===== src/rtl/shift_feeder_pkg.sv =====
// Shared types and defaults for the shift-register feeder.
//  state_e       : feeder FSM states
//  DEF_*         : default WIDTH/DEPTH/GAP/STAGES
//  cnt_w()       : counter width for a value range 0..n-1, never narrower than one bit
package shift_feeder_pkg;

   typedef enum logic [1:0] {
      IDLE  = 2'd0,
      RUN   = 2'd1,
      FLUSH = 2'd2
   } state_e;

   localparam int unsigned DEF_WIDTH  = 4;
   localparam int unsigned DEF_DEPTH  = 4;
   localparam int unsigned DEF_GAP    = 2;
   localparam int unsigned DEF_STAGES = 4;

   // $clog2(1) is 0, so clamp to one bit for degenerate ranges (e.g. GAP=1).
   function automatic int unsigned cnt_w(input int unsigned n);
      return (n <= 1) ? 1 : $clog2(n);
   endfunction

endpackage


===== src/rtl/sync_fifo.sv =====
// Single-clock FIFO with occupancy count; DEPTH must be a power of two >= 2.
//  clock, reset    : clock, synchronous active-high reset
//  enq_i/enq_data_i: write strobe and data (ignored when full)
//  deq_i           : read strobe (ignored when empty); deq_data_o shows the head
//  full_o/empty_o  : occupancy flags derived from the registered count
//  count_o         : current occupancy 0..DEPTH
module sync_fifo
   import shift_feeder_pkg::*;
#(
   parameter int unsigned WIDTH = DEF_WIDTH,
   parameter int unsigned DEPTH = DEF_DEPTH
) (
   input  logic                         clock,
   input  logic                         reset,
   input  logic                         enq_i,
   input  logic [WIDTH-1:0]             enq_data_i,
   input  logic                         deq_i,
   output logic [WIDTH-1:0]             deq_data_o,
   output logic                         full_o,
   output logic                         empty_o,
   output logic [$clog2(DEPTH+1)-1:0]   count_o
);

   localparam int unsigned PTR_W = cnt_w(DEPTH);
   localparam int unsigned CNT_W = $clog2(DEPTH + 1);

   logic [WIDTH-1:0] mem_q [DEPTH];
   logic [PTR_W-1:0] wr_ptr_q, wr_ptr_d;
   logic [PTR_W-1:0] rd_ptr_q, rd_ptr_d;
   logic [CNT_W-1:0] count_q, count_d;
   logic             do_enq_c;
   logic             do_deq_c;

   assign full_o     = (count_q == CNT_W'(DEPTH));
   assign empty_o    = (count_q == '0);
   assign count_o    = count_q;
   assign deq_data_o = mem_q[rd_ptr_q];

   assign do_enq_c = enq_i && !full_o;
   assign do_deq_c = deq_i && !empty_o;

   // Pointer/count next state; pointers wrap naturally since DEPTH is a power of two.
   always_comb begin
      wr_ptr_d = wr_ptr_q;
      rd_ptr_d = rd_ptr_q;
      count_d  = count_q;
      if (do_enq_c) wr_ptr_d = wr_ptr_q + PTR_W'(1);
      if (do_deq_c) rd_ptr_d = rd_ptr_q + PTR_W'(1);
      case ({do_enq_c, do_deq_c})
         2'b10:   count_d = count_q + CNT_W'(1);
         2'b01:   count_d = count_q - CNT_W'(1);
         default: count_d = count_q;
      endcase
   end

   always_ff @(posedge clock) begin
      if (reset) begin
         wr_ptr_q <= '0;
         rd_ptr_q <= '0;
         count_q  <= '0;
      end else begin
         wr_ptr_q <= wr_ptr_d;
         rd_ptr_q <= rd_ptr_d;
         count_q  <= count_d;
      end
   end

   // Storage needs no reset: entries are only read after being written.
   always_ff @(posedge clock) begin
      if (do_enq_c) mem_q[wr_ptr_q] <= enq_data_i;
   end

endmodule


===== src/rtl/shift_stream_feeder.sv =====
// Paces buffered samples into a shift register as single-cycle shift pulses spaced at
// least GAP cycles apart, and drains the register with STAGES zero shifts on request.
//  clock, reset          : clock, synchronous active-high reset
//  io_in_valid/_ready    : upstream handshake; io_in_bits is the sample
//  io_flush              : one-cycle drain request
//  io_shift, io_out      : registered shift strobe and data to the shift register
//  io_busy               : anything buffered, in flight, or pending
//  io_count              : FIFO occupancy
module shift_stream_feeder
   import shift_feeder_pkg::*;
#(
   parameter int unsigned WIDTH  = DEF_WIDTH,
   parameter int unsigned DEPTH  = DEF_DEPTH,
   parameter int unsigned GAP    = DEF_GAP,
   parameter int unsigned STAGES = DEF_STAGES
) (
   input  logic                         clock,
   input  logic                         reset,
   input  logic                         io_in_valid,
   output logic                         io_in_ready,
   input  logic [WIDTH-1:0]             io_in_bits,
   input  logic                         io_flush,
   output logic                         io_shift,
   output logic [WIDTH-1:0]             io_out,
   output logic                         io_busy,
   output logic [$clog2(DEPTH+1)-1:0]   io_count
);

   localparam int unsigned CNT_W = $clog2(DEPTH + 1);
   localparam int unsigned GC_W  = cnt_w(GAP);
   localparam int unsigned FC_W  = $clog2(STAGES + 1);

   localparam logic [GC_W-1:0] GC_RELOAD = GC_W'(GAP - 1);
   localparam logic [FC_W-1:0] FC_LOAD   = FC_W'(STAGES);

   state_e           state_q, state_d;
   logic [GC_W-1:0]  gc_q, gc_d;
   logic [FC_W-1:0]  fc_q, fc_d;
   logic             flush_pend_q, flush_pend_d;
   logic             shift_q, shift_d;
   logic [WIDTH-1:0] out_q, out_d;

   logic             enq_c;
   logic             deq_c;
   logic             issue_c;
   logic             gap_ok_c;
   logic             fifo_full_c;
   logic             fifo_empty_c;
   logic [WIDTH-1:0] fifo_head_c;
   logic [CNT_W-1:0] fifo_count_c;

   // Intake is blocked while draining so no sample can slip in between zero shifts.
   assign io_in_ready = !fifo_full_c && (state_q != FLUSH);
   assign enq_c       = io_in_valid && io_in_ready;
   assign gap_ok_c    = (gc_q == '0);

   sync_fifo #(
      .WIDTH (WIDTH),
      .DEPTH (DEPTH)
   ) u_fifo (
      .clock      (clock),
      .reset      (reset),
      .enq_i      (enq_c),
      .enq_data_i (io_in_bits),
      .deq_i      (deq_c),
      .deq_data_o (fifo_head_c),
      .full_o     (fifo_full_c),
      .empty_o    (fifo_empty_c),
      .count_o    (fifo_count_c)
   );

   // FSM next state, gap/flush counters and output register next values.
   always_comb begin
      state_d      = state_q;
      gc_d         = gap_ok_c ? gc_q : gc_q - GC_W'(1);
      fc_d         = fc_q;
      flush_pend_d = flush_pend_q;
      shift_d      = 1'b0;
      out_d        = out_q;
      deq_c        = 1'b0;
      issue_c      = 1'b0;

      if (io_flush && (state_q != FLUSH)) flush_pend_d = 1'b1;

      case (state_q)
         IDLE: begin
            if (gap_ok_c && !fifo_empty_c) begin
               deq_c   = 1'b1;
               issue_c = 1'b1;
               out_d   = fifo_head_c;
               state_d = RUN;
            end else if (gap_ok_c && flush_pend_q) begin
               // Reached only with the FIFO empty: all earlier samples are out.
               flush_pend_d = 1'b0;
               fc_d         = FC_LOAD;
               state_d      = FLUSH;
            end
         end
         RUN: begin
            if (gap_ok_c) begin
               if (!fifo_empty_c) begin
                  deq_c   = 1'b1;
                  issue_c = 1'b1;
                  out_d   = fifo_head_c;
               end else begin
                  state_d = IDLE;
               end
            end
         end
         FLUSH: begin
            if (gap_ok_c) begin
               if (fc_q != '0) begin
                  issue_c = 1'b1;
                  out_d   = '0;
                  fc_d    = fc_q - FC_W'(1);
               end else begin
                  state_d = IDLE;
               end
            end
         end
         default: state_d = IDLE;
      endcase

      if (issue_c) begin
         shift_d = 1'b1;
         gc_d    = GC_RELOAD;
      end
   end

   always_ff @(posedge clock) begin
      if (reset) begin
         state_q      <= IDLE;
         gc_q         <= '0;
         fc_q         <= '0;
         flush_pend_q <= 1'b0;
         shift_q      <= 1'b0;
         out_q        <= '0;
      end else begin
         state_q      <= state_d;
         gc_q         <= gc_d;
         fc_q         <= fc_d;
         flush_pend_q <= flush_pend_d;
         shift_q      <= shift_d;
         out_q        <= out_d;
      end
   end

   assign io_shift = shift_q;
   assign io_out   = out_q;
   assign io_count = fifo_count_c;
   assign io_busy  = (state_q != IDLE) || (fifo_count_c != '0) || flush_pend_q;

endmodule


===== config.mk =====
export PLATFORM = sky130hd
export DESIGN_NAME = shift_stream_feeder
export DESIGN_NICKNAME = d
export VERILOG_FILES = /design/src/rtl/shift_feeder_pkg.sv /design/src/rtl/sync_fifo.sv /design/src/rtl/shift_stream_feeder.sv
export SDC_FILE = /design/constraint.sdc
export NUM_CORES = 1
export LEC_CHECK = 0
export ABC_AREA = 1
export BUFFER_PORTS_ARGS = -buffer_cell sky130_fd_sc_hd__buf_4
export CORE_ASPECT_RATIO = 1.75
export CORE_MARGIN = 1
export CORE_UTILIZATION = 30
export CTS_CLUSTER_SIZE = 30
export DETAILED_ROUTE_END_ITERATION = 10
export PLACE_DENSITY_LB_ADDON = 0.08
export SYNTH_ARGS = -nofsm -noshare
export SYNTH_HDL_FRONTEND = slang
export SYNTH_SLANG_ARGS = --single-unit
export TNS_END_PERCENT = 30

===== constraint.sdc =====
create_clock -name clock -period 3.7 [get_ports clock]
set_input_delay 0.74 -clock clock [delete_from_list [all_inputs] [get_ports clock]]
set_output_delay 0.74 -clock clock [all_outputs]
set_load 0.01 [all_outputs]

Yosys cells after proc, flatten, opt, wreduce, memory -nomap -nowiden
Memories as Yosys holds them, arrays and structs flattened. A register that Yosys moved wholly into a read port is not among the register bits. Cells that the tools add are included.

Flip-flop bits (word level): 19. Latch bits: 0. RAM bits: 16. Memory bits (read-only): 0. Output and inout port bits: 10. Word-level logic and storage cells: 92. Memories kept: 1.

Memory list: u_fifo.mem_q (depth 4, width 4, rd ports 1, clocked after memory_dff 1, wr ports 1, RTL line sync_fifo.sv:27) `logic [WIDTH-1:0] mem_q [DEPTH];`.

Add/sub/neg operators: 6. $mul: 0. Divide/modulo/power cells: 0. Magnitude comparators: 0. Equality and inequality tests: 16. Shift-type cells: 0. Mux-type cells: 37. Bitwise gates (word level): 1. Reductions and logical operators: 22.

Operators by type and width (count): $mux W4 (5); $ne A2 B2 Y1 const B (10); $mux W2 (8); $mux W1 (14); $mux W3 (4); $pmux W3 S2 (2); $pmux W4 S3 (1); $reduce_and A5 Y1 (2); $reduce_bool A3 Y1 (3); $logic_and A1 B1 Y1 (7); $pmux W2 S3 (1); $reduce_and A6 Y1 (1); $reduce_bool A2 Y1 (3); $sub A3 B1 Y3 const B (2); $add A2 B1 Y2 const B (2); $eq A2 B1 Y1 const B (2); $eq A2 B2 Y1 const B (2); $add A3 B1 Y3 const B (1); $eq A3 B3 Y1 const B (1); $logic_not A3 Y1 (1); $ne A3 B3 Y1 const B (1); $pmux W1 S3 (1); $logic_not A1 Y1 (2); $logic_not A2 Y1 (1); other kinds (4) (5).

Logic depth before layout (Yosys ltp)
Gate-level depths: netlist (run 1).

Depth after elaboration: 8. Gate-level depth with buffers: 11. Depth with buffers taken out: 11.

Modules after synthesis
Synthesis (run 1) repeated with hierarchy kept, for this count alone.

Cell total of the unflattened synthesis: 197. Area total of the unflattened synthesis: 1707.9 sq um.

Modules (own cells, without submodules): sync_fifo (times used 1, cells each 109, area an instance 1102.3 sq um, sequential area each 660.6 sq um); shift_stream_feeder (times used 1, cells each 88, area an instance 605.6 sq um, sequential area each 220.2 sq um).

Least setup slack after synthesis (run 1)
Ideal clock, no wire load.

Path kind: input to register. Start point: in io_in_valid. End point: reg u_fifo.count_q[2] (netlist: u_fifo.count_o[2]). Library setup time: 0.122 ns. Arrival time: 1.830 ns. Data required time: 3.578 ns. Path slack: 1.748 ns. Stages on the path: 8. Cell sequence: nand2_2 -> ha_1 -> inv_1 -> fa_1 -> a21oi_1 -> o21ai_0 -> o21ai_0 -> a21oi_1.

Word-level cells in the longest chain between the ends: 4. Elaborated cells on any way between the ends: 6. Those cells by class: eq/ne: 2; mux: 1; reduce/logical: 3.

RTL lines: start, declared (RTL line shift_stream_feeder.sv:19) `input logic io_in_valid,`; $logic_and A1 B1 Y1 (*) (RTL line shift_stream_feeder.sv:54) `assign enq_c = io_in_valid && io_in_ready;`; $logic_and A1 B1 Y1 (*) (RTL line sync_fifo.sv:39) `assign do_enq_c = enq_i && !full_o;`; $eq A2 B1 Y1 or $eq A2 B2 Y1 (tied branches) (RTL line sync_fifo.sv:49) `case ({do_enq_c, do_deq_c})`; $pmux W3 S2 or $reduce_bool A2 Y1 (tied branches); end signal, assigned (RTL line sync_fifo.sv:64) `count_q <= count_d;`; end, declared (RTL line sync_fifo.sv:30) `logic [CNT_W-1:0] count_q, count_d;`.

Every way passes the cells marked *; elsewhere a longest branch is shown, timed or not. A chain may end at the register's enable or synchronous reset.

Worst setup path after layout (run 1)
Start point: reg u_fifo.count_q[0] (netlist: u_fifo.count_o[0]). End point: out io_busy.

Word-level cells in the longest chain between the ends: 3.

RTL lines: $reduce_bool A3 Y1 (RTL line shift_stream_feeder.sv:151) `assign io_busy = (state_q != IDLE) || (fifo_count_c != '0) || flush_pend_q;`; $logic_or A1 B1 Y1 (2 in series) (RTL line shift_stream_feeder.sv:151); end, declared (RTL line shift_stream_feeder.sv:25) `output logic io_busy,`.

Every way passes these cells.

==> impl_metrics.py, run 1 <==
metrics = {
    "placed_design": {
        "placed_area_mm2": 0.00193,
        "gp_congestion": 0.719,
        "io_buffers": 17,
        "numPlacedInstances": 292,
        "dp_hpwl_um": 2770,
    },
    "timing": {
        "hold_slack_ns": 0.461,
        "skew_ns": 0.00307,
        "layout_min_cycle_time_ns": 2.25,
        "finalSetupTns_ns": 0,
        "rsz0062_at_grt": "no",
        "hold_viol": 0,
        "maxSlewHeadroom_pct": 70.5,
        "worst_pin_slew_ns": 0.441,
        "fin_crit_sh_pct": 60.8,
        "setup_viol": 0,
        "slew_violations": 0,
        "fmax_mhz": 444,
    },
    "route": {
        "wl_per_cell_um": 11.8,
        "detail-route-antenna-nets": 0,
        "viasPerCell": 4.26,
        "first_pass_iters": 4,
        "drt_iter0_markers": 30,
        "wl_um": 3550,
        "drc": 0,
        "num_vias": 1279,
    },
    "yosys": {
        "netlist.area_leader.share_pct": 28.0,
        "synth_cells": 201,
        "syn_area_per_cell_um2": 8.54,
        "yosysWarnings": 0,
        "synth_top_cell_by_area": "edfxtp_1",
        "synth.distinct_cells": 20,
        "synth_seq_cells": 36,
        "synthTopCellsByArea": "edfxtp_1, dfxtp_1, nand2_1",
        "synth_area_mm2": 0.00172,
        "yosysSeqAreaShare_pct": 51.3,
        "synth_nets": 217,
    },
    "floorplan": {
        "core-area_mm2": 0.00554,
        "die_w_um": 59.2,
        "rows": 36,
        "pin_count": 18,
        "die_y_um": 102,
        "initial_core_util_pct": 31.0,
        "dieArea_mm2": 0.00604,
    },
    "clock_tree": {
        "clock_path_buffers": 2,
        "cts_tree": "built",
        "cts_made_buffers": 5,
        "cts.sinks": 36,
        "htreeDepth": 2,
        "cts_hold_buf": 0,
        "clock-root-buffer": "clkbuf_8",
        "cts-resized-gates": 0,
        "post-cts-setup-buffers": 0,
        "clock_latency_ns": 0.29,
        "clk_pin_slew_ns": 0.07,
    },
    "setup_path": {
        "reg2reg_to": "u_fifo.count_o[2]",
        "worst-path-buf-inv": 1,
        "cpLargestDelayFamily": "simple AND/OR/NAND/NOR gates",
        "crit_start": "u_fifo.count_o[0]",
        "reg2regPathDepth": 11,
        "worstPathCellList": "nor2_4 > nand2_2 > or4_1 > buf_4",
        "crit_fanout": 7,
        "worst-endpoint-arrival_ns": 1.51,
        "slowest_delay_ns": 0.42,
        "rrSetupSlack_ns": 1.55,
        "slowest_stage": "or4_1",
        "worstSetupPathType": "flop to output port",
        "worstSetupEndpointType": "output port",
        "r2r_start": "state_q[1]",
        "crit_path_start_kind": "flop",
        "required_ns": 2.96,
    },
    "layout": {
        "antenna_cells": 0,
        "regArea_um2": 881,
        "nets": 239,
        "final_cells": 300,
        "multiInputGateArea_um2": 702,
        "area_delta_synth_final_pct": 18.9,
        "design_area_mm2": 0.00204,
        "fillerInstances": 597,
        "drive_gt1_share_pct": 17.0,
    },
    "grt": {
        "grt_max_degree": 15,
        "grt_pass1_wl_um": 6020,
        "antenna_found_initial": 0,
        "grt_pass1_vias": 1291,
        "grtUsageTotal_pct": 13.8,
        "overflow": 0,
    },
    "min_path": {
        "hold_end": "fc_q[1]",
        "min_from": "fc_q[1]",
        "min_path_cells": 2,
        "hold_class": "flop to flop",
    },
    "power_and_ir_drop": {
        "power_density_mw_per_mm2": 811,
        "p_leak_nw": 0.883,
        "peakVddDrop_mv": 0.334,
    },
    "status": {
        "status": "finished clean",
    },
    "run": {
        "maxCapViolations": 0,
    },
}
==> registers in the layout (all words and copies together), names as in the netlist, named ones only <==
register         flops
u_fifo.wr_ptr_q      2
state_q              2
gc_q                 1
flush_pend_q         1
io_out               4
fc_q                 3
u_fifo.rd_ptr_q      2
u_fifo.count_o       3
u_fifo.mem_q        16
==> synth_stat cells (all sizes together) <==
cell type,count
o21ai,15
edfxtp,16
nand4,4
nand2,39
buf,2
nor2,34
inv,33
a31oi,1
nand3,12
fa,1
or4,1
a21oi,16
ha,7
dfxtp,20
==> report_power, final <==
group / total [mW] / internal, mW / leakage (nW) / switching, mW
registers: 0.590 / 0.513 / 0.311 / 0.0771
logic: 0.717 / 0.268 / 0.518 / 0.448
clock network: 0.348 / 0.199 / 0.0541 / 0.148
==> placed cells by master (no fill, tap or decap) <==
cell type / count
bufinv_16: 1
fa_1: 1
nand4_1: 4
o21ai_0: 15
ha_1: 7
a31oi_1: 1
clkinvlp_4: 1
nand3_2: 3
clkbuf_8: 5
nor2_4: 2
inv_1: 31
nand2_1: 36
or4_1: 1
edfxtp_1: 16
inv_2: 2
nand3_1: 7
dfxtp_1: 20
nand3_4: 2
a21oi_1: 15
nor2_1: 32
buf_4: 17
nand2_2: 3
a21oi_2: 1
clkinv_2: 1
==> final cells by class <==
class	count	area share, %
Timing Repair Buffer	17	6.25
Sequential cell	36	43.2
Clock inverter	3	2.08
Tap cell	76	4.66
Clock buffer	5	3.37
Multi-Input combinational cell	130	34.4
Inverter	33	6.07
==> per-stage QoR <==
stage          util, %  power [mW]  worst slack, ns
2_1_floorplan        -        1.12             1.75
3_3_place_gp      34.8        1.33             1.54
3_5_place_dp      34.8        1.33             1.48
4_1_cts           36.8        1.69             1.42
5_1_grt           36.8        1.82             1.35
6_report          36.8        1.65             1.45
==> how the worst max path moves through the flow <==
stage	depth (start not counted)	to	slack, ns
2_1_floorplan	8	u_fifo.count_o[2]	1.75
3_3_place_gp	9	u_fifo.count_o[2]	1.54
3_5_place_dp	9	u_fifo.count_o[2]	1.48
4_1_cts	4	io_busy	1.42
5_1_grt	11	u_fifo.count_o[2]	1.35
6_report	4	io_busy	1.45
==> metal layers <==
metal	up-vias	GRT usage, %	share of wire [%]
met2	17	26.6	58
met3	6	2.66	2.4
met4	0	6.59	2.2
li1	692	-	-
met5	-	0	0
met1	564	13.5	38
==> kinds of logic (layout without fill, tap and decap cells) <==
group           after synthesis  in the layout  synth area share, %
fa+ha+maj                     8              8                 6.27
compound gates               32             32                 9.62
buf+inv                      35             58                 7.80
simple gates                 90             90                 25.0
flops                        36             36                 51.3
==> worst reg2reg max path, stage by stage, from the launching register on <==
cell and delay (ns):
dfxtp_1 0.42, inv_2 0.09, nor2_4 0.20, a21oi_2 0.07
nand2_2 0.15, ha_1 0.17, inv_1 0.06, fa_1 0.38
a21oi_1 0.14, o21ai_0 0.13, o21ai_0 0.16, a21oi_1 0.06
(Power assumes the default switching activity.)
==> inputs of run 2 (changes only) <==
ABC_AREA = 0   (was 1)
clock period = 2.3 ns   (was 3.7 ns; I/O delays follow)
==> impl_metrics.py, run 2 <==
metrics = {
    "yosys": {
        "synth_nets": 149,
        "synth_top_cell_by_area": "edfxtp_1",
        "synth.distinct_cells": 36,
        "synthTopCellsByArea": "edfxtp_1, dfxtp_1, mux4_2",
        "synth_area_mm2": 0.00158,
        "synth_seq_cells": 36,
        "synth_cells": 133,
        "netlist.area_leader.share_pct": 30.5,
        "syn_area_per_cell_um2": 11.9,
        "synthMostInstantiatedCell": "dfxtp_1",
        "yosysWarnings": 0,
        "synth_common_cells": "dfxtp_1, edfxtp_1, inv_1",
        "ys.flop_type": "dfxtp_1",
        "synth_edf_count": 16,
        "yosysSeqAreaShare_pct": 55.9,
        "synthArstFlopShare_pct": 0,
    },
    "min_path": {
        "hold_end": "u_fifo.mem_q[3][2]",
        "min_path_cells": 1,
        "hold_class": "primary input to flop",
        "min_from": "io_in_bits[2]",
    },
    "clock_tree": {
        "htreeDepth": 2,
        "cts_tree": "built",
        "clock_latency_ns": 0.29,
        "clock-root-buffer": "clkbuf_8",
        "post-cts-setup-buffers": 0,
        "cts_made_buffers": 5,
        "clk_pin_slew_ns": 0.07,
        "clock_path_buffers": 2,
        "cts.sinks": 36,
    },
    "grt": {
        "busiest_layer": "met2",
        "antenna_found_initial": 0,
        "grt_max_degree": 19,
        "grt_use_met1_pct": 12.3,
        "grt_pass1_vias": 1073,
        "grtUsageTotal_pct": 12.5,
        "overflow": 0,
        "grt_use_met3_pct": 2.91,
        "grt_pass1_wl_um": 5040,
        "use_met2_pct": 23.3,
    },
    "power_and_ir_drop": {
        "power_density_mw_per_mm2": 1230,
        "p_leak_nw": 0.729,
        "peakVddDrop_mv": 0.520,
    },
    "route": {
        "num_vias": 1047,
        "first_pass_iters": 7,
        "viasPerCell": 4.94,
        "drc": 2,
        "wl_um": 3100,
        "drt_iter0_markers": 45,
        "wl_per_cell_um": 14.6,
        "detail-route-antenna-nets": 0,
    },
    "status": {
        "status": "complete, but fails checks",
        "violations": "DRC",
    },
    "layout": {
        "design_area_mm2": 0.00191,
        "antenna_cells": 0,
        "regMostFlops": "u_fifo.mem_q",
        "drive_gt1_share_pct": 27.2,
        "final_cells": 212,
        "layout_common_cells": "buf_4, dfxtp_1, edfxtp_1",
        "layout_commonest_cell": "buf_4",
        "nets": 173,
        "largest_register_ffs": 16,
        "area_delta_synth_final_pct": 21.2,
    },
    "setup_path": {
        "slowest_stage": "or3_1",
        "crit_fanout": 7,
        "required_ns": 1.84,
        "slowest_delay_ns": 0.50,
        "r2r_start": "state_q[1]",
        "rrSetupSlack_ns": 0.18,
        "reg2regPathDepth": 8,
        "worst-endpoint-arrival_ns": 1.74,
        "worstSetupEndpointType": "output port",
        "worstPathCellList": "or3_1 > or4_1 > buf_4",
        "reg2reg_to": "u_fifo.count_o[2]",
        "worstSetupPathType": "flop to output port",
        "crit_path_start_kind": "flop",
        "worst-path-buf-inv": 1,
        "cpLargestDelayFamily": "simple AND/OR/NAND/NOR gates",
    },
    "timing": {
        "finalSetupTns_ns": 0,
        "maxSlewHeadroom_pct": 64.0,
        "layout_min_cycle_time_ns": 2.20,
        "fin_crit_sh_pct": 95.6,
        "hold_viol": 0,
        "setup_viol": 0,
        "slew_violations": 0,
        "worst_pin_slew_ns": 0.536,
        "rsz0062_at_grt": "no",
        "fmax_mhz": 455,
        "skew_ns": 0.00158,
    },
    "placed_design": {
        "gp_congestion": 0.711,
        "placed_area_mm2": 0.00179,
        "numPlacedInstances": 204,
        "dp_hpwl_um": 2320,
        "io_buffers": 17,
    },
    "floorplan": {
        "core-area_mm2": 0.00502,
        "die_w_um": 56.8,
        "rows": 34,
        "dieArea_mm2": 0.00556,
        "initial_core_util_pct": 31.4,
        "die_y_um": 97.9,
        "pin_count": 18,
    },
    "run": {
        "maxCapViolations": 0,
    },
}
-- run 2: cell types whose count changed in the layout (fill, tap and decap cells not counted), sizes merged, moves of 3 or more --
cell and change:
a21oi -9, and2 +4, buf +4, inv -19, mux2 +3, mux4 +4, nand2 -37, nand3 -7
nand4 -4, nor2 -22, nor3 +5, o21ai -13, o2bb2ai +4
-- run 2: how the worst max path moves through the flow --
stage	cells after the start	slack [ns]	endpoint	start
floorplan	8	0.12	u_fifo.count_o[2]	gc_q
global placement	8	0.17	u_fifo.count_o[2]	state_q[1]
detailed placement	8	0.11	u_fifo.count_o[2]	state_q[1]
CTS	3	0.08	io_busy	u_fifo.count_o[0]
global route	9	0.02	u_fifo.count_o[2]	u_fifo.count_o[0]
finish	3	0.10	io_busy	u_fifo.count_o[0]
-- run 2: cell type report --
class	count	area, um^2
fillers	497	3110
flip-flops and latches	36	882
multi-input cells	79	639
repair buffers	21	158
clock buffers	5	68.8
well taps	54	67.6
inverters	14	52.6
clock inverters	3	42.5
-- run 2: worst register-to-register path, cell delays in order (launching register included) --
cell	delay (ns)
dfxtp_2	0.36
or2_2	0.34
nor2_2	0.13
ha_1	0.19
inv_1	0.06
fa_1	0.38
xor2_1	0.16
or3_1	0.31
a21oi_1	0.13
-- run 2: per-stage QoR --
stage	hold WS (ns)	setup WS [ns]	util (%)	total power [mW]
after global placement	0.474	0.174	35.6	1.79
after floorplan	0.455	0.118	-	1.49
after detailed placement	0.472	0.114	35.6	1.80
after CTS	0.361	0.0824	37.8	2.37
after global routing	0.359	0.0151	38.1	2.51
final	0.367	0.101	38.1	2.35
-- run 2: where the power goes --
group / total, mW / switching (mW) / leakage (nW) / internal (mW)
Sequential: 0.951 / 0.120 / 0.311 / 0.830
Combinational: 0.840 / 0.420 / 0.364 / 0.419
Clock: 0.557 / 0.237 / 0.0541 / 0.321
Total: 2.35 / 0.777 / 0.729 / 1.57
-- run 2: cells by family (layout without fill, tap and decap cells) --
kind of cell | after synthesis | after routing | synth area share (%)
buffers and inverters | 18 | 43 | 4.36
muxes | 8 | 8 | 8.97
DFF | 36 | 36 | 55.9
AOI/OAI and AO/OA | 22 | 22 | 9.84
xor gates and xnor gates | 2 | 2 | 1.11
adders and majority gates | 8 | 8 | 6.83
and+or+nand+nor | 39 | 39 | 13.0
-- run 2: timing repair --
action	in CTS	in global routing
endpoints found under the hold margin	0	0
gates resized for setup	0	4
hold buffers	0	0
endpoints found under the setup margin	0	1
-- run 2: metal layers --
layer  up-vias  part of all wire [%]
met4         0                   2.2
li1        523                     -
met5         -                     0
met3         6                   3.3
met1       498                    40
met2        20                    54
